[src/rtl/svm_pkg.sv]
// rtl/svm_pkg.sv - shared SVM pipeline types, widths and saturation helper
package svm_pkg;

    localparam int DATA_WIDTH = 16;
    localparam int FRAC_BITS  = 8;
    localparam logic [DATA_WIDTH-1:0] ACCUM_INIT = '0;

    localparam longint DATA_MAX = (longint'(1) <<< (DATA_WIDTH - 1)) - 1;
    localparam longint DATA_MIN = -(longint'(1) <<< (DATA_WIDTH - 1));

    typedef enum logic {
        IDLE  = 1'b0,
        ACCUM = 1'b1
    } mac_state_e;

    // Callers sign-extend their (already shifted) value to 64 bits first.
    function automatic logic [DATA_WIDTH-1:0] sat_to_data(input longint v);
        if (v > DATA_MAX) begin
            return DATA_WIDTH'(DATA_MAX);
        end else if (v < DATA_MIN) begin
            return DATA_WIDTH'(DATA_MIN);
        end
        return DATA_WIDTH'(v);
    endfunction

endpackage

[src/rtl/svm_mac_stage_if.sv]
// rtl/svm_mac_stage_if.sv - beat stream in, result pulse out of the MAC stage
interface svm_mac_stage_if #(
    parameter int DATA_WIDTH = svm_pkg::DATA_WIDTH
);
    logic                  in_vld;
    logic                  in_rdy;
    logic [DATA_WIDTH-1:0] feat_in;
    logic [DATA_WIDTH-1:0] wt_in;
    logic [DATA_WIDTH-1:0] bias_in;
    logic                  in_last;
    logic [DATA_WIDTH-1:0] mac_data_out;
    logic                  stg_en;
    logic                  err_len;

    modport master (
        output in_vld, feat_in, wt_in, bias_in, in_last,
        input  in_rdy, mac_data_out, stg_en, err_len
    );

    modport slave (
        input  in_vld, feat_in, wt_in, bias_in, in_last,
        output in_rdy, mac_data_out, stg_en, err_len
    );
endinterface

[src/rtl/svm_mac_sat.sv]
// rtl/svm_mac_sat.sv - Q-format shift and saturate from accumulator width to data width
module svm_mac_sat #(
    parameter int ACC_W     = 41,
    parameter int FRAC_BITS = svm_pkg::FRAC_BITS
) (
    input  logic signed [ACC_W-1:0]              acc,
    output logic        [svm_pkg::DATA_WIDTH-1:0] data
);
    import svm_pkg::*;

    logic signed [ACC_W-1:0] shifted;

    // Arithmetic shift floors toward -inf; ACC_W must not exceed 64.
    assign shifted = acc >>> FRAC_BITS;
    assign data    = sat_to_data(longint'(shifted));

endmodule

[src/rtl/svm_mac_stage.sv]
// rtl/svm_mac_stage.sv - bias plus feature-weight dot product with saturated pulse output
module svm_mac_stage #(
    parameter int FRAC_BITS    = svm_pkg::FRAC_BITS,
    parameter int NUM_FEATURES = 8
) (
    input  logic             clk,
    input  logic             rst_n,
    input  logic             clear,
    svm_mac_stage_if.slave   mac
);
    import svm_pkg::*;

    localparam int CNT_W = $clog2(NUM_FEATURES);
    localparam int ACC_W = 2 * DATA_WIDTH + $clog2(NUM_FEATURES) + 1;
    localparam logic [CNT_W-1:0] LAST_CNT = CNT_W'(NUM_FEATURES - 1);

    mac_state_e                  state, state_nxt;
    logic signed [ACC_W-1:0]     acc, acc_nxt;
    logic        [CNT_W-1:0]     cnt, cnt_nxt;
    logic signed [2*DATA_WIDTH-1:0] prod;
    logic signed [ACC_W-1:0]     bias_ext;
    logic signed [ACC_W-1:0]     base;
    logic signed [ACC_W-1:0]     sum;
    logic                        accept;
    logic                        at_last_cnt;
    logic                        terminate;
    logic                        len_err;
    logic        [DATA_WIDTH-1:0] sat_data;
    logic        [DATA_WIDTH-1:0] data_q;
    logic                        stg_q;
    logic                        err_q;

    assign mac.in_rdy = !clear;
    assign accept     = mac.in_vld && mac.in_rdy;

    assign prod     = $signed(mac.feat_in) * $signed(mac.wt_in);
    assign bias_ext = ACC_W'($signed(mac.bias_in));
    // The first beat of a vector starts from the bias lifted into product scale.
    assign base     = (state == IDLE) ? (bias_ext <<< FRAC_BITS) : acc;
    assign sum      = base + ACC_W'(prod);

    assign at_last_cnt = (cnt == LAST_CNT);
    assign terminate   = accept && (mac.in_last || at_last_cnt);
    assign len_err     = terminate && !(mac.in_last && at_last_cnt);

    svm_mac_sat #(
        .ACC_W     (ACC_W),
        .FRAC_BITS (FRAC_BITS)
    ) u_sat (
        .acc  (sum),
        .data (sat_data)
    );

    always_comb begin
        state_nxt = state;
        acc_nxt   = acc;
        cnt_nxt   = cnt;
        if (clear) begin
            state_nxt = IDLE;
            acc_nxt   = '0;
            cnt_nxt   = '0;
        end else if (accept) begin
            if (terminate) begin
                state_nxt = IDLE;
                acc_nxt   = '0;
                cnt_nxt   = '0;
            end else begin
                state_nxt = ACCUM;
                acc_nxt   = sum;
                cnt_nxt   = cnt + CNT_W'(1);
            end
        end
    end

    always_ff @(posedge clk or negedge rst_n) begin
        if (!rst_n) begin
            state  <= IDLE;
            acc    <= '0;
            cnt    <= '0;
            data_q <= ACCUM_INIT;
            stg_q  <= 1'b0;
            err_q  <= 1'b0;
        end else begin
            state <= state_nxt;
            acc   <= acc_nxt;
            cnt   <= cnt_nxt;
            stg_q <= terminate;
            err_q <= len_err;
            if (terminate) begin
                data_q <= sat_data;
            end
        end
    end

    assign mac.mac_data_out = data_q;
    assign mac.stg_en       = stg_q;
    assign mac.err_len      = err_q;

endmodule

[src/flat_wrapper.sv]
// flat-port wrapper written by rule: the top's interface ports become plain ports
module svm_mac_stage_flat import svm_pkg::*;
#(
    parameter int FRAC_BITS    = svm_pkg::FRAC_BITS,
    parameter int NUM_FEATURES = 8
)
  (clk, rst_n, clear, mac_in_vld, mac_feat_in, mac_wt_in, mac_bias_in, mac_in_last, mac_in_rdy, mac_mac_data_out, mac_stg_en, mac_err_len);
  svm_mac_stage_if #(.DATA_WIDTH(16)) mac_i ();
  input  logic clk;
  input  logic rst_n;
  input  logic clear;
  input wire logic [$bits(mac_i.in_vld)-1:0] mac_in_vld;
  input wire logic [$bits(mac_i.feat_in)-1:0] mac_feat_in;
  input wire logic [$bits(mac_i.wt_in)-1:0] mac_wt_in;
  input wire logic [$bits(mac_i.bias_in)-1:0] mac_bias_in;
  input wire logic [$bits(mac_i.in_last)-1:0] mac_in_last;
  output wire logic [$bits(mac_i.in_rdy)-1:0] mac_in_rdy;
  output wire logic [$bits(mac_i.mac_data_out)-1:0] mac_mac_data_out;
  output wire logic [$bits(mac_i.stg_en)-1:0] mac_stg_en;
  output wire logic [$bits(mac_i.err_len)-1:0] mac_err_len;
  assign mac_i.in_vld = mac_in_vld;
  assign mac_i.feat_in = mac_feat_in;
  assign mac_i.wt_in = mac_wt_in;
  assign mac_i.bias_in = mac_bias_in;
  assign mac_i.in_last = mac_in_last;
  assign mac_in_rdy = mac_i.in_rdy;
  assign mac_mac_data_out = mac_i.mac_data_out;
  assign mac_stg_en = mac_i.stg_en;
  assign mac_err_len = mac_i.err_len;
  svm_mac_stage #(.FRAC_BITS(FRAC_BITS), .NUM_FEATURES(NUM_FEATURES)) u_core (.clk(clk), .rst_n(rst_n), .clear(clear), .mac(mac_i));
endmodule
[config.mk]
export PLATFORM = sky130hd
export DESIGN_NAME = svm_mac_stage_flat
export DESIGN_NICKNAME = d
export VERILOG_FILES = /design/src/rtl/svm_pkg.sv /design/src/rtl/svm_mac_stage_if.sv /design/src/rtl/svm_mac_sat.sv /design/src/rtl/svm_mac_stage.sv /design/src/flat_wrapper.sv
export SDC_FILE = /design/constraint.sdc
export NUM_CORES = 1
export LEC_CHECK = 0
export CAP_MARGIN = 25
export CELL_PAD_IN_SITES_DETAIL_PLACEMENT = 0
export CELL_PAD_IN_SITES_GLOBAL_PLACEMENT = 2
export CORE_MARGIN = 3
export CORE_UTILIZATION = 41
export DETAILED_ROUTE_END_ITERATION = 8
export MAX_ROUTING_LAYER = met4
export PLACE_DENSITY_LB_ADDON = 0.1
export REMOVE_ABC_BUFFERS = 1
export SYNTH_ARGS = -nofsm -noshare
export SYNTH_HDL_FRONTEND = slang
export SYNTH_SLANG_ARGS = --single-unit
[constraint.sdc]
create_clock -name clk -period 8.05 [get_ports clk]
set_clock_uncertainty 0.05 [all_clocks]
set_input_delay 1.61 -clock clk [delete_from_list [all_inputs] [get_ports clk]]
set_output_delay 1.61 -clock clk [all_outputs]
set_load 0.02 [all_outputs]
==> results of run 1 <==
-- final timing paths --
path | startpoint | endpoint | cells past startpoint | slack [ns]
worst max-delay path | mac_feat_in[0] | u_core.mac.mac_data_out[7] | 24 | 0.12
worst min-delay path | u_core.acc[5] | u_core.acc[5] | 2 | 0.43
worst max register to register | u_core.state | u_core.mac.mac_data_out[7] | 22 | 1.54
worst min register to register | u_core.acc[5] | u_core.acc[5] | 2 | 0.43
max in group asynchronous | rst_n | u_core.mac.mac_data_out[8] | 2 | 6.00
min in group asynchronous | rst_n | u_core.cnt[2] | 2 | 1.39
-- repair_timing --
action	in CTS	in global routing
buffers inserted	34	21
pin swaps	77	108
resized for setup	124	104
setup endpoints to repair	16	16
gates cloned	6	1
-- kinds of logic (layout without fill, tap and decap cells) --
family	Yosys count	in the layout	synth area share [%]
AOI/OAI and AO/OA	157	157	8.40
xor gates and xnor gates	40	40	2.49
adders and majority gates	423	423	53.1
buffers and inverters	419	707	11.2
DFF	58	58	10.1
muxes	15	15	1.16
and+or+nand+nor	405	405	13.5
-- state kept, by name (all words and copies together), names as in the netlist --
signal                   flops
u_core.acc                  36
u_core.cnt                   3
u_core.mac.err_len           1
u_core.mac.mac_data_out     16
u_core.mac.stg_en            1
u_core.state                 1
-- Yosys cell counts (7+ instances only) --
master,count
sky130_fd_sc_hd__clkbuf_1,44
sky130_fd_sc_hd__ha_1,109
sky130_fd_sc_hd__xnor2_1,29
sky130_fd_sc_hd__a21oi_1,26
sky130_fd_sc_hd__dfrtp_1,58
sky130_fd_sc_hd__and2_1,132
sky130_fd_sc_hd__nand2_1,188
sky130_fd_sc_hd__o21a_1,9
sky130_fd_sc_hd__a21o_1,9
sky130_fd_sc_hd__nand4_1,7
sky130_fd_sc_hd__nand3_1,7
sky130_fd_sc_hd__o22ai_2,10
sky130_fd_sc_hd__o21ai_0,36
sky130_fd_sc_hd__xor2_1,10
sky130_fd_sc_hd__inv_1,365
sky130_fd_sc_hd__nor2_1,48
sky130_fd_sc_hd__mux2_2,14
sky130_fd_sc_hd__a22o_1,14
sky130_fd_sc_hd__fa_1,314
-- final cells by class --
type,count,area share [%]
multi-input combinational,1040,63.8
timing repair buffer,327,16.8
clock buffer,12,1.37
inverter,365,7.29
clock inverter,3,0.0799
sequential,58,7.73
tap,448,2.98
-- worst max-delay path: cells and delay by family --
| family | cells | cell delay (ns) |
|---|---|---|
| XOR/XNOR | 1 | 0.11 |
| AND/OR/NAND/NOR | 2 | 0.56 |
| adder cells (fa/ha/maj) | 7 | 3.32 |
| buffers and inverters | 6 | 0.93 |
| AO/OA/AOI/OAI | 8 | 1.52 |
-- metrics by stage --
step / utilization (%) / TNS, ns / worst slack (ns) / cells / hold slack (ns)
finish: 55.2 / 0 / 0.122 / 2253 / 0.427
global route: 55.2 / -1.14 / -0.0912 / 2253 / 0.459
CTS: 53.8 / 0 / 0.000229 / 2234 / 0.432
detailed placement: 50.5 / -11.38 / -0.703 / 2179 / 0.418
global placement: 50.5 / -10.56 / -0.651 / 2179 / 0.408
floorplan: - / -1.90 / -0.139 / 1463 / 0.392
-- layer usage --
metal  part of all wire [%]  routed length [um]  vias to the layer above
li1                       -                   -                     5116
met2                     52               21900                      156
met4                    2.9                1210                        0
met3                    2.9                1210                       64
met1                     42               17900                     5734
met5                      0                   0                        -
==> metrics.md, run 1 <==
| Metric | Value |
|---|---|
| Outcome | finished, final reports clean |
| Final routed DRC violation total | 0 |
| Largest net degree at the start of global routing | 59 |
| Number of buffers between clock root and the deepest sink | 2 |
| Die width | 193 um |
| Global-route met2 utilization | 41.7% |
| Count of maximum capacitance violations | 0 |
| Post-synth top area cell | sky130_fd_sc_hd__fa_1 |
| Startpoint Class | input pin |
| Post-synthesis cell count | 1517 |
| Layout Nets | 2277 |
| First-pass GRT wire length | 68900 um |
| Post-placement cell area | 17200 sq um |
| Highest Clock Rate | 126 MHz |
| Leading cell types in the layout, fill and taps excluded | 346 x sky130_fd_sc_hd__inv_1, 294 x sky130_fd_sc_hd__fa_1, 199 x sky130_fd_sc_hd__buf_4 |
| Sequential area share after synthesis | 10.1% |
| Slew @ Worst Pin | 0.974 ns |
| Hold WC Path Type | flip-flop to flip-flop |
| Arrival time reported for the critical path endpoint | 8.07 ns |
| Aggregate global-route resource usage | 24.1% |
| Final count of hold timing violations | 0 |
| Vias | 11100 |
| CTS sink cnt | 58 |
| Capturing element type of the critical path | flip-flop |
| Site row count | 67 |
| Synthesized area divided by synthesized cell count | 9.49 sq um |
| Post-synthesis to final-layout area growth | 30.5% |
| Master cell of the clock root buffer | sky130_fd_sc_hd__clkbuf_16 |
| Post-route ant nets | 0 |
| Number of unique standard cell types used by synthesis | 63 |
| Multi-input logic area | 12000 sq um |
| Required @ worst endpoint | 8.20 ns |
| Share of cells above drive strength 1 | 25.0% |
| Count of input and output buffers | 71 |
| Yosys Warn Count | 0 |
| Leading cell type in the layout, fill and taps excluded | sky130_fd_sc_hd__inv_1 |
| Cell at the slowest stage of the critical path | sky130_fd_sc_hd__fa_2 |
| Final count of pins violating max slew | 0 |
| Count of final setup violators | 0 |
| Busiest layer in global routing | met2 |
| Final design instance area without fill | 18800 sq um |
| Number of enable flip-flop cells after synthesis | 0 |
| Commonest register cell after synthesis | sky130_fd_sc_hd__dfrtp_1 |
| Netlist area before placement | 14400 sq um |
| Worst slew margin | 34.9% |
| Synth top area share | 43.7% |
| Setup Crit Path Kind | input pin to flip-flop |
| Count of antenna diodes in the layout | 0 |
| Maximum fanout encountered on the critical timing path | 7 |
| Unrepaired setup endpoints after global routing | yes |
| Final critical-path share of the clock period | 98.5% |
| Number of global-route vias before repair | 12500 |
| Routed WL per cell | 18.8 um |
| Clock tree from TritonCTS | built |
| Post-DR vias/cell | 4.91 |
| Effective utilization at floorplan | 42.3% |
| Overall routed net length | 42300 um |
| Global routing usage on met3 | 3.13% |
| Global routing usage on met1 | 30.1% |
| Top-level I/O count | 72 |
| Detailed-router iteration count before antenna repair | 4 |
| Core outline area | 34000 sq um |
| # H-tree levels | 3 |
| Critical path's largest stage delay | 0.57 ns |
| Half-perimeter wire length after placement | 33700 um |
| Final-layout fill cell count | 3159 |
| Die area | 37400 sq um |
| Global placement routability congestion | 0.867 |
| Fraction of registers with async set/reset | 100% |
| Insertion delay of the later-clocked pin in the worst-skew pair | 0.33 ns |
| Remaining global-route overflow | 0 |
| Final critical-path required period | 7.93 ns |
| Number of antenna violations at the first check in global routing | 2 |
| Yosys reg bits | 58 |
| Die extent in y | 193 um |
| Largest cells by area after synthesis | sky130_fd_sc_hd__fa_1 44%, sky130_fd_sc_hd__dfrtp_1 10%, sky130_fd_sc_hd__inv_1 9.5% |
| Hold buffer count at CTS | 0 |
| First-iteration detailed-routing DRC count | 335 |
| Clock-pin slew reported for the worst setup and hold paths after clock tree synthesis | 0.06 ns |
| Critical Path, Cell by Cell | clkdlybuf4s50_1 -> buf_6 -> nand2b_1 -> fa_1 -> fa_2 -> inv_2 -> fa_2 -> fa_2 -> fa_1 -> inv_1 -> fa_1 -> inv_1 -> ha_4 -> a21oi_4 -> o211a_1 -> o211a_4 -> a211oi_4 -> a221o_2 -> a221oi_2 -> xnor2_1 -> or3_4 -> o22ai_4 -> clkbuf_16 -> o22ai_2 |
| Sequential cell area | 1450 sq um |
| Clock buffer count from CTS | 9 |
Power of run 1 is not shown: default switching activity piles up to over one toggle a cycle in this logic, so the estimate is an artifact.
==> run 2: changes to the inputs <==
--- a/config.mk
+++ b/config.mk
@@ -9,7 +9,7 @@
 export CELL_PAD_IN_SITES_DETAIL_PLACEMENT = 0
 export CELL_PAD_IN_SITES_GLOBAL_PLACEMENT = 2
 export CORE_MARGIN = 3
-export CORE_UTILIZATION = 41
+export CORE_UTILIZATION = 44
 export DETAILED_ROUTE_END_ITERATION = 8
 export MAX_ROUTING_LAYER = met4
 export PLACE_DENSITY_LB_ADDON = 0.1
==> constraint.sdc (replaced) <==
create_clock -name clk -period 9.3 [get_ports clk]
set_clock_uncertainty 0.05 [all_clocks]
set_input_delay 1.86 -clock clk [delete_from_list [all_inputs] [get_ports clk]]
set_output_delay 1.86 -clock clk [all_outputs]
set_load 0.02 [all_outputs]
==> metrics.md, run 2 (same netlist as run 1, synthesis figures left out) <==
| Metric | Value |
|---|---|
| Outcome | finished, final reports clean |
| Count of input and output buffers | 71 (unchanged) |
| Maximum fanout encountered on the critical timing path | 15 (+8) |
| Clock-pin slew reported for the worst setup and hold paths after clock tree synthesis | 0.06 ns (about the same) |
| Die extent in y | 187 um (-3.4%) |
| Routed WL per cell | 17.9 um (-4.5%) |
| First-iteration detailed-routing DRC count | 446 (+33%) |
| Largest net degree at the start of global routing | 59 (unchanged) |
| Hold buffer count at CTS | 0 (unchanged) |
| Detailed-router iteration count before antenna repair | 5 (+1) |
| Aggregate global-route resource usage | 23.0% (-1.1 points) |
| Final core utilization | 51.1% (-4.1 points) |
| Half-perimeter wire length after placement | 32100 um (-4.9%) |
| Core outline area | 31900 sq um (-6.3%) |
| Insertion delay of the later-clocked pin in the worst-skew pair | 0.34 ns (about the same) |
| Top-level I/O count | 72 (unchanged) |
| Hold WC Path Type | flip-flop to flip-flop |
| Post-DR vias/cell | 4.96 (+0.97%) |
| Critical path's largest stage delay | 0.79 ns (+0.22 ns) |
| Final critical-path required period | 8.88 ns |
| Die area | 34900 sq um (-6.6%) |
| Final count of pins violating max slew | 0 (unchanged) |
| # H-tree levels | 3 (unchanged) |
| Final count of hold timing violations | 0 (unchanged) |
| Highest Clock Rate | 113 MHz |
| Crit path max-delay family | adder cells |
| Overall routed net length | 36600 um (-13%) |
| Post-route ant nets | 0 (unchanged) |
| Capturing element type of the critical path | flip-flop |
| Site row count | 65 (-3.0%) |
| Arrival time reported for the critical path endpoint | 9.08 ns (+1.01 ns) |
| Final-layout fill cell count | 3130 (-0.92%) |
| Post-synthesis to final-layout area growth | 13.3% |
| Number of cells on the worst hold path | 2 (unchanged) |
| Cell count of the worst reg-to-reg path | 22 (unchanged) |
| First-pass GRT wire length | 61900 um (-10%) |
| Setup Total Neg Slack | 0 ns (unchanged) |
| Worst slew margin | 32.0% (-2.9 points) |
| Number of buffers between clock root and the deepest sink | 2 (unchanged) |
| Final critical-path share of the clock period | 95.5% |
| Global placement routability congestion | 0.855 (-1.4%) |
| Count of final setup violators | 0 (unchanged) |
| Leading cell types in the layout, fill and taps excluded | 365 x sky130_fd_sc_hd__inv_1, 314 x sky130_fd_sc_hd__fa_1, 188 x sky130_fd_sc_hd__nand2_1 |
| Effective utilization at floorplan | 45.1% (+2.9 points) |
| Register containing the most flip-flops in the final layout | u_core.acc |
| Leading cell type in the layout, fill and taps excluded | sky130_fd_sc_hd__inv_1 |
| Number of antenna violations at the first check in global routing | 0 (-2) |
| Count of maximum capacitance violations | 0 (unchanged) |
| Clock tree from TritonCTS | built |
| Sum of buffers and inverters on the critical path | 6 (unchanged) |
| Remaining global-route overflow | 0 (unchanged) |
| Cells resized by post-CTS repair | 0 (-100%) |
| Cell repeated most along the worst path | sky130_fd_sc_hd__fa_1 |
| Count of antenna diodes in the layout | 0 (unchanged) |
| Slew @ Worst Pin | 1.02 ns (+0.0435 ns) |
| Startpoint Class | input pin |
| Required @ worst endpoint | 9.50 ns (+1.30 ns) |
| Number of global-route vias before repair | 11400 (-8.9%) |
| Cell at the slowest stage of the critical path | sky130_fd_sc_hd__clkdlybuf4s50_1 |
| CTS sink cnt | 58 (unchanged) |
| Max FFs per register | 36 (unchanged) |
| Die width | 187 um (-3.4%) |
| Clock buffer count from CTS | 9 (unchanged) |
| Unrepaired setup endpoints after global routing | no |
| Post-CTS Repair Setup Buffers | 0 (-100%) |
| Setup Crit Path Kind | input pin to flip-flop |
| Vias | 10200 (-8.3%) |
| Share of cells above drive strength 1 | 7.88% (-17 points) |
| Master cell of the clock root buffer | sky130_fd_sc_hd__clkbuf_16 |
| Final routed DRC violation total | 0 (unchanged) |
| Crit. path cell count | 24 (unchanged) |
| Critical Path, Cell by Cell | clkdlybuf4s50_1 -> nand2_1 -> fa_1 -> fa_1 -> inv_1 -> fa_1 -> fa_1 -> fa_1 -> inv_1 -> fa_1 -> inv_1 -> ha_1 -> a21oi_1 -> o21ai_0 -> o41ai_1 -> buf_4 -> o211ai_1 -> a31o_1 -> a21oi_2 -> xor2_1 -> nor4_1 -> a22oi_2 -> buf_12 -> o22ai_1 |
| Layout Nets | 2083 (-8.5%) |
==> run 2: cell types whose count changed in the layout (fill, tap and decap cells not counted), sizes merged, moves of 2 or more <==
| cell | before | now |
|---|---|---|
| buf | 253 | 63 |
| bufbuf | 5 | 0 |
| clkbuf | 21 | 9 |
| dlygate4sd2 | 17 | 0 |
| bufinv | 0 | 2 |
| clkinvlp | 0 | 2 |
| clkdlybuf4s50 | 41 | 70 |
==> run 2: layer usage <==
metal  up-vias  routed length (um)  track usage, %  share of wire, %
li1       4728                   -               -                 -
met2       163               18600            38.6                51
met1      5229               16700            31.2                46
met5         -                   0               -                 0
met4         0                 563            3.69               1.5
met3        35                 829            2.06               2.3
==> run 2: tightest hold or removal path: cells and delay by family, from the launching register on <==
family | cells | cell delay [ns]
AO/OA/AOI/OAI | 1 | 0.06
flip-flops | 1 | 0.34
AND/OR/NAND/NOR | 1 | 0.04
==> run 2: path summary, 6_finish.rpt <==
path	to	startpoint	slack (ns)
min in group asynchronous	u_core.cnt[2]	rst_n	1.62
min reg2reg	u_core.acc[7]	u_core.acc[7]	0.42
min	u_core.acc[7]	u_core.acc[7]	0.42
max in group asynchronous	u_core.acc[16]	rst_n	7.04
max	u_core.mac.mac_data_out[13]	mac_wt_in[6]	0.42
max reg2reg	u_core.mac.mac_data_out[13]	u_core.state	2.26
==> run 2: area by class of cell <==
| type | instances | area (sq um) | share of cell area [%] |
|---|---|---|---|
| Sequential cell | 58 | 1450 | 8.90 |
| Clock buffer | 9 | 225 | 1.38 |
| Multi-Input combinational cell | 1040 | 11300 | 69.6 |
| Clock inverter | 7 | 93.8 | 0.576 |
| Timing Repair Buffer | 133 | 1280 | 7.84 |
| Tap cell | 435 | 544 | 3.34 |
| Inverter | 365 | 1370 | 8.40 |
==> run 2: per-stage QoR <==
step	hold WS, ns	setup WS (ns)	instances	cell area [sq um]
final	0.424	0.417	2047	16300
after global routing	0.464	0.0283	2047	16300
after CTS	0.433	0.403	2046	16300
after detailed placement	0.420	0.0957	2030	16000
after global placement	0.407	0.111	2029	15900
after floorplan	0.392	0.861	1463	14100
Power of run 2 is left out for the same reason.
==> run 3: changes to the inputs <==
--- a/config.mk
+++ b/config.mk
@@ -9,10 +9,11 @@
 export CELL_PAD_IN_SITES_DETAIL_PLACEMENT = 0
 export CELL_PAD_IN_SITES_GLOBAL_PLACEMENT = 2
 export CORE_MARGIN = 3
-export CORE_UTILIZATION = 44
+export CORE_UTILIZATION = 47
 export DETAILED_ROUTE_END_ITERATION = 8
+export DONT_BUFFER_PORTS = 1
 export MAX_ROUTING_LAYER = met4
-export PLACE_DENSITY_LB_ADDON = 0.1
+export PLACE_DENSITY = 0.87
 export REMOVE_ABC_BUFFERS = 1
 export SYNTH_ARGS = -nofsm -noshare
 export SYNTH_HDL_FRONTEND = slang
==> constraint.sdc (replaced) <==
create_clock -name clk -period 9.3 [get_ports clk]
set_clock_uncertainty 0.05 [all_clocks]
set_input_delay 1.86 -clock clk [delete_from_list [all_inputs] [get_ports clk]]
set_output_delay 1.86 -clock clk [all_outputs]
set_load 0.1 [all_outputs]
==> metrics.md, run 3 (same netlist as run 1, synthesis figures left out) <==
| Metric | Value |
|---|---|
| Outcome | finished, final reports clean |
| Final critical-path share of the clock period | 94.0% (-1.5 points) |
| Maximum fanout encountered on the critical timing path | 16 (+1) |
| Half-perimeter wire length after placement | 29100 um (-9.2%) |
| Capturing element type of the critical path | flip-flop |
| Vias | 9810 (-3.4%) |
| Hold buffer count at CTS | 0 (unchanged) |
| Clock buffer count from CTS | 9 (unchanged) |
| Insertion delay of the later-clocked pin in the worst-skew pair | 0.33 ns (about the same) |
| Final count of pins violating max slew | 0 (unchanged) |
| Post-DR vias/cell | 5.22 (+5.3%) |
| Hold WC Path Type | flip-flop to flip-flop |
| Die area | 32800 sq um (-6.2%) |
| Sum of routed wire segments on met1 | 15600 um (-6.5%) |
| Number of global-route vias before repair | 11000 (-3.5%) |
| Slew @ Worst Pin | 1.00 ns (-0.0181 ns) |
| Aggregate global-route resource usage | 23.2% (+0.26 points) |
| Register containing the most flip-flops in the final layout | u_core.acc |
| Top-level I/O count | 72 (unchanged) |
| Amount of wire on met3 after detailed routing | 925 um (+12%) |
| Die extent in y | 181 um (-3.1%) |
| Worst slew margin | 33.4% (+1.4 points) |
| # H-tree levels | 3 (unchanged) |
| Post-placement cell area | 14700 sq um (-7.8%) |
| Startpoint Class | input pin |
| Clock-pin slew reported for the worst setup and hold paths after clock tree synthesis | 0.05 ns (about the same) |
| Global placement routability congestion | 0.892 (+4.3%) |
| Count of antenna diodes in the layout | 0 (unchanged) |
| Max FFs per register | 36 (unchanged) |
| Site row count | 63 (-3.1%) |
| Crit path max-delay family | adder cells |
| Leading cell type in the layout, fill and taps excluded | sky130_fd_sc_hd__inv_1 |
| Routed WL per cell | 18.6 um (+4.0%) |
| Largest net degree at the start of global routing | 59 (unchanged) |
| Setup Crit Path Kind | input pin to flip-flop |
| Critical Path, Cell by Cell | nand2_1 -> inv_1 -> fa_1 -> inv_1 -> fa_1 -> inv_1 -> fa_1 -> fa_1 -> fa_1 -> inv_1 -> fa_1 -> inv_1 -> ha_1 -> a21oi_1 -> o21ai_0 -> o41ai_1 -> buf_4 -> o211ai_1 -> a31o_1 -> a21oi_2 -> xor2_1 -> nor4_1 -> a22oi_2 -> o22ai_1 |
| Cell at the slowest stage of the critical path | sky130_fd_sc_hd__a22oi_2 |
| Critical path's largest stage delay | 0.76 ns (-0.03 ns) |
| Post-CTS Repair Setup Buffers | 0 (unchanged) |
| Count of input and output buffers | 0 (-100%) |
| Number of antenna violations at the first check in global routing | 0 (unchanged) |
| Overall routed net length | 35000 um (-4.6%) |
| Die width | 181 um (-3.1%) |
| Final routed DRC violation total | 0 (unchanged) |
| Layout Nets | 1959 (-6.0%) |
| Required @ worst endpoint | 9.42 ns (-0.08 ns) |
| Final critical-path required period | 8.75 ns (-0.136 ns) |
| First-iteration detailed-routing DRC count | 451 (+1.1%) |
| CTS sink cnt | 58 (unchanged) |
| Post-synthesis to final-layout area growth | 4.59% |
| Core outline area | 29900 sq um (-6.3%) |
| Sum of buffers and inverters on the critical path | 6 (unchanged) |
| Highest Clock Rate | 114 MHz (+1.6%) |
| Effective utilization at floorplan | 48.2% (+3.0 points) |
| Share of cells above drive strength 1 | 4.91% (-3.0 points) |
| Count of final setup violators | 0 (unchanged) |
| Count of maximum capacitance violations | 0 (unchanged) |
| Sum of met2 wire segment lengths after detailed routing | 18000 um (-3.1%) |
| Final design instance area without fill | 15100 sq um (-7.7%) |
| Unrepaired setup endpoints after global routing | no |
| Arrival time reported for the critical path endpoint | 8.86 ns (-0.22 ns) |
| Cells resized by post-CTS repair | 0 (unchanged) |
| Master cell of the clock root buffer | sky130_fd_sc_hd__clkbuf_16 |
| Post-route ant nets | 0 (unchanged) |
| Uppermost layer routed | met4 |
| Final count of hold timing violations | 0 (unchanged) |
| Clock tree from TritonCTS | built |
| Setup Total Neg Slack | 0 ns (unchanged) |
| Number of buffers between clock root and the deepest sink | 2 (unchanged) |
| Leading cell types in the layout, fill and taps excluded | 365 x sky130_fd_sc_hd__inv_1, 314 x sky130_fd_sc_hd__fa_1, 188 x sky130_fd_sc_hd__nand2_1 |
| Cell repeated most along the worst path | sky130_fd_sc_hd__fa_1 |
| Remaining global-route overflow | 0 (unchanged) |
| First-pass GRT wire length | 58800 um (-4.9%) |
| Detailed-router iteration count before antenna repair | 5 (unchanged) |
run 3: cell types whose count changed in the layout (fill, tap and decap cells not counted):
cell and delta:
sky130_fd_sc_hd__buf_4 -47, sky130_fd_sc_hd__buf_12 -7, sky130_fd_sc_hd__clkinv_2 +2, sky130_fd_sc_hd__nor2_2 +1, sky130_fd_sc_hd__clkinvlp_4 -2, sky130_fd_sc_hd__nor2_4 -1
sky130_fd_sc_hd__buf_2 -1, sky130_fd_sc_hd__clkdlybuf4s50_1 -70, sky130_fd_sc_hd__clkbuf_8 +1, sky130_fd_sc_hd__clkinv_4 -1, sky130_fd_sc_hd__buf_6 +1
run 3: final cells by class:
class / count / area (sq um)
multi-input cells: 1040 / 11300
well taps: 390 / 488
flip-flops and latches: 58 / 1450
inverters: 365 / 1370
clock inverters: 6 / 80.1
repair buffers: 9 / 91.3
clock buffers: 10 / 239
fillers: 2798 / 14800
run 3: routing by layer:
metal  GRT usage [%]  vias up
met2            40.0      134
li1                -     4482
met1            30.7     5165
met5               -        -
met4            3.23        0
met3            2.64       29
run 3: worst reg2reg max path: stages (launching register included):
cell and delay (ns):
sky130_fd_sc_hd__dfrtp_1 0.81, sky130_fd_sc_hd__buf_4 0.42, sky130_fd_sc_hd__mux2_2 0.40, sky130_fd_sc_hd__ha_1 0.32
sky130_fd_sc_hd__fa_1 0.54, sky130_fd_sc_hd__fa_1 0.45, sky130_fd_sc_hd__fa_1 0.54, sky130_fd_sc_hd__inv_1 0.05
sky130_fd_sc_hd__fa_1 0.48, sky130_fd_sc_hd__inv_1 0.04, sky130_fd_sc_hd__ha_1 0.42, sky130_fd_sc_hd__nand2_1 0.13
sky130_fd_sc_hd__o31a_1 0.33, sky130_fd_sc_hd__o31a_1 0.27, sky130_fd_sc_hd__a211oi_2 0.31, sky130_fd_sc_hd__o21ai_0 0.17
sky130_fd_sc_hd__a21oi_1 0.20, sky130_fd_sc_hd__xnor2_1 0.16, sky130_fd_sc_hd__and3_2 0.23, sky130_fd_sc_hd__a22oi_2 0.71
sky130_fd_sc_hd__o22ai_1 0.23
run 3: final timing paths:
kind	from	to	slack, ns	depth (start not counted)
worst max-delay path	mac_wt_in[1]	u_core.mac.mac_data_out[0]	0.55	24
worst min-delay path	u_core.acc[9]	u_core.acc[9]	0.42	2
worst max register to register	u_core.state	u_core.mac.mac_data_out[0]	1.88	20
worst min register to register	u_core.acc[9]	u_core.acc[9]	0.42	2
max in group asynchronous	rst_n	u_core.acc[10]	7.90	0
min in group asynchronous	rst_n	u_core.cnt[0]	1.18	0
run 3: per-stage QoR:
| step | worst slack, ns | hold slack [ns] | util [%] | instances |
|---|---|---|---|---|
| after floorplan | 0.861 | 0.392 | - | 1463 |
| after global placement | 0.384 | 0.407 | 49.2 | 1860 |
| after detailed placement | 0.239 | 0.415 | 49.2 | 1861 |
| after CTS | 0.533 | 0.427 | 50.3 | 1877 |
| after global routing | 0.156 | 0.460 | 50.4 | 1878 |
| final | 0.553 | 0.420 | 50.4 | 1878 |
Power of run 3 is left out for the same reason.
==> RTL edit: new RTL, config.mk and constraints of run 2 <==
Make the reset (`rst_n`) synchronous in one clocked block.
--- a/src/rtl/svm_mac_stage.sv
+++ b/src/rtl/svm_mac_stage.sv
@@ -73,5 +73,5 @@
     end
 
-    always_ff @(posedge clk or negedge rst_n) begin
+    always_ff @(posedge clk) begin
         if (!rst_n) begin
             state  <= IDLE;
Check against the original RTL: differs if rst_n is asserted again (counterexample within 4 cycles, from zero or initial values and one cycle with rst_n low); with rst_n held inactive, the same outputs for 4 cycles.
==> RTL edit against run 2 <==
- register-to-register slack better by 0.08 ns
- via count grew 8.3%
- setup slack improved by 0.0023 ns
- utilization decreased by 0.74 points
- cell area up 1.1%
- area after synthesis grew 1.8%
- sequential cell count is the same
- global-route usage increased by 1.0 points
- routed wire length is 7.1% higher
Power is left out: the tool's default activity adds up to more than one toggle a clock period on the data nets, which glitch-free logic cannot reach.
==> RTL edit: results (changes against run 2) <==
- The flow ran to the end, and the final reports show no timing, DRC or antenna violations.
- The highest cell delay on the worst timing path is 0.72 ns (-0.07 ns).
- By count the netlist is led by sky130_fd_sc_hd__inv_1 (365), sky130_fd_sc_hd__fa_1 (314), sky130_fd_sc_hd__nand2_1 (183), sky130_fd_sc_hd__and2_1 (134), sky130_fd_sc_hd__ha_1 (109).
- The fraction of synthesized cell area in xor and xnor cells is 1.96% (-0.52 points).
- The measured slew at the worst slew-check pin is 1.04 ns (+0.0186 ns).
- The worst hold path startpoint is u_core.mac.mac_data_out[15].
- The final standard cell count with taps included and fillers excluded came to 2153 (+5.2%).
- The via total after detailed routing was 11000 (+8.3%).
- The pre-CTS worst setup slack is -0.272 ns (-0.367 ns).
- The share of cell area taken by muxes after synthesis is 1.36% (+0.19 points).
- The synthesized-area fraction occupied by ao, oa, aoi and oai cells came to 9.82% (+1.4 points).
- The worst hold-check slack is 0.436 ns (+0.0120 ns).
- The portion of the post-synthesis area used by sequential elements came to 7.92% (-2.2 points).
- The startpoint of the worst-slack reg-to-reg timing path is u_core.state.
- The combined global-route utilization of all metal layers is 24.0% (+1.0 points).
- The slack of the worst reg-to-reg path is 2.34 ns (+0.08 ns).
- After synthesis, the cell types taking the most area are sky130_fd_sc_hd__fa_1 (43%), sky130_fd_sc_hd__inv_1 (9.4%), sky130_fd_sc_hd__ha_1 (9.3%), sky130_fd_sc_hd__dfxtp_1 (7.9%), sky130_fd_sc_hd__and2_1 (5.7%).
- The first-pass GRT wire length is 65300 microns (+5.6%).
- The pin count of the biggest net entering global routing came to 41 (-31%).
- The placer's final routability congestion estimate is 0.886 (+3.6%).
- The share of flip-flops with an asynchronous set or reset is 0% (-100 points).
- The number of filler instances in the final layout is 3265 (+4.3%).
- The mean routed wirelength per cell is 18.2 microns (+1.8%).
- The worst min-delay path endpoint is u_core.mac.mac_data_out[15].
- The number of DRC markers after the initial detailed-route iteration came to 578 (+30%).
- The via count of the first global-routing pass is 11900 (+5.2%).
- The total area of sequential cells is 1160 sq um (-20%).
- For this run, the leading register cell type out of synthesis is sky130_fd_sc_hd__dfxtp_1.
- The number of cell instances on the worst register-to-register path is 21 (-4.5%).
- After clock tree synthesis, the clock-pin slew on the worst setup and hold paths is 0.05 ns.
- The fraction of the mapped netlist area in adder cells is 52.2% (-0.94 points).
- The number of instances in the placed design is 2137 (+5.3%).
- The ratio of cells with drive above 1 in the final layout came to 8.24% (+0.36 points).
- The critical path arrival is 9.06 ns (-0.02 ns).
- The placed wire-length estimate after detailed placement is 33900 microns (+5.9%).
- The number of different library cells in the post-synthesis netlist was 77 (+22%).
- The endpoint of the worst-slack reg-to-reg timing path is u_core.mac.mac_data_out[3].
[RTL edit: worst min-delay path, delay by kind of cell, from the launching register on]
kind | cells | cell delay [ns]
flops | 1 | 0.30
compound gates | 2 | 0.13
[RTL edit: cells by family (layout without fill, tap and decap cells)]
kind of cell    Yosys count  in the layout
buf+inv                 429            513
xor+xnor                 32             32
compound gates          206            206
mux                      18             18
fa+ha+maj               423            423
flops                    58             58
simple gates            461            461
[RTL edit: per-layer routing]
layer | GRT usage [%] | vias up | wire length (microns)
li1 | - | 5118 | -
met1 | 31.3 | 5649 | 16800
met2 | 41.6 | 195 | 20500
met3 | 1.69 | 39 | 1160
met4 | 4.93 | 0 | 719
met5 | - | - | 0
[RTL edit: worst max path at each step]
stage | start | endpoint | slack [ns] | cells after the start
after floorplan | mac_wt_in[1] | u_core.mac.mac_data_out[0] | 0.87 | 23
after global placement | mac_wt_in[5] | u_core.mac.mac_data_out[1] | -0.23 | 25
after detailed placement | mac_wt_in[5] | u_core.mac.mac_data_out[1] | -0.27 | 25
after CTS | mac_wt_in[5] | u_core.mac.mac_data_out[1] | 0.05 | 25
after global routing | mac_feat_in[15] | u_core.mac.mac_data_out[1] | 0.05 | 25
final | mac_wt_in[3] | u_core.mac.mac_data_out[3] | 0.42 | 24
[RTL edit: timing repair]
| item | CTS | global route |
|---|---|---|
| endpoints found under the hold margin | 0 | 0 |
| gates resized for setup | 0 | 8 |
| setup endpoints to repair | 0 | 15 |
[RTL edit: cell type report]
class / instances / share of cell area, %
clock buffer: 11 / 1.47
clock inverter: 5 / 0.471
inverter: 366 / 8.34
multi-input combinational: 1140 / 72.0
sequential: 58 / 7.04
tap: 442 / 3.36
timing repair buffer: 131 / 7.27
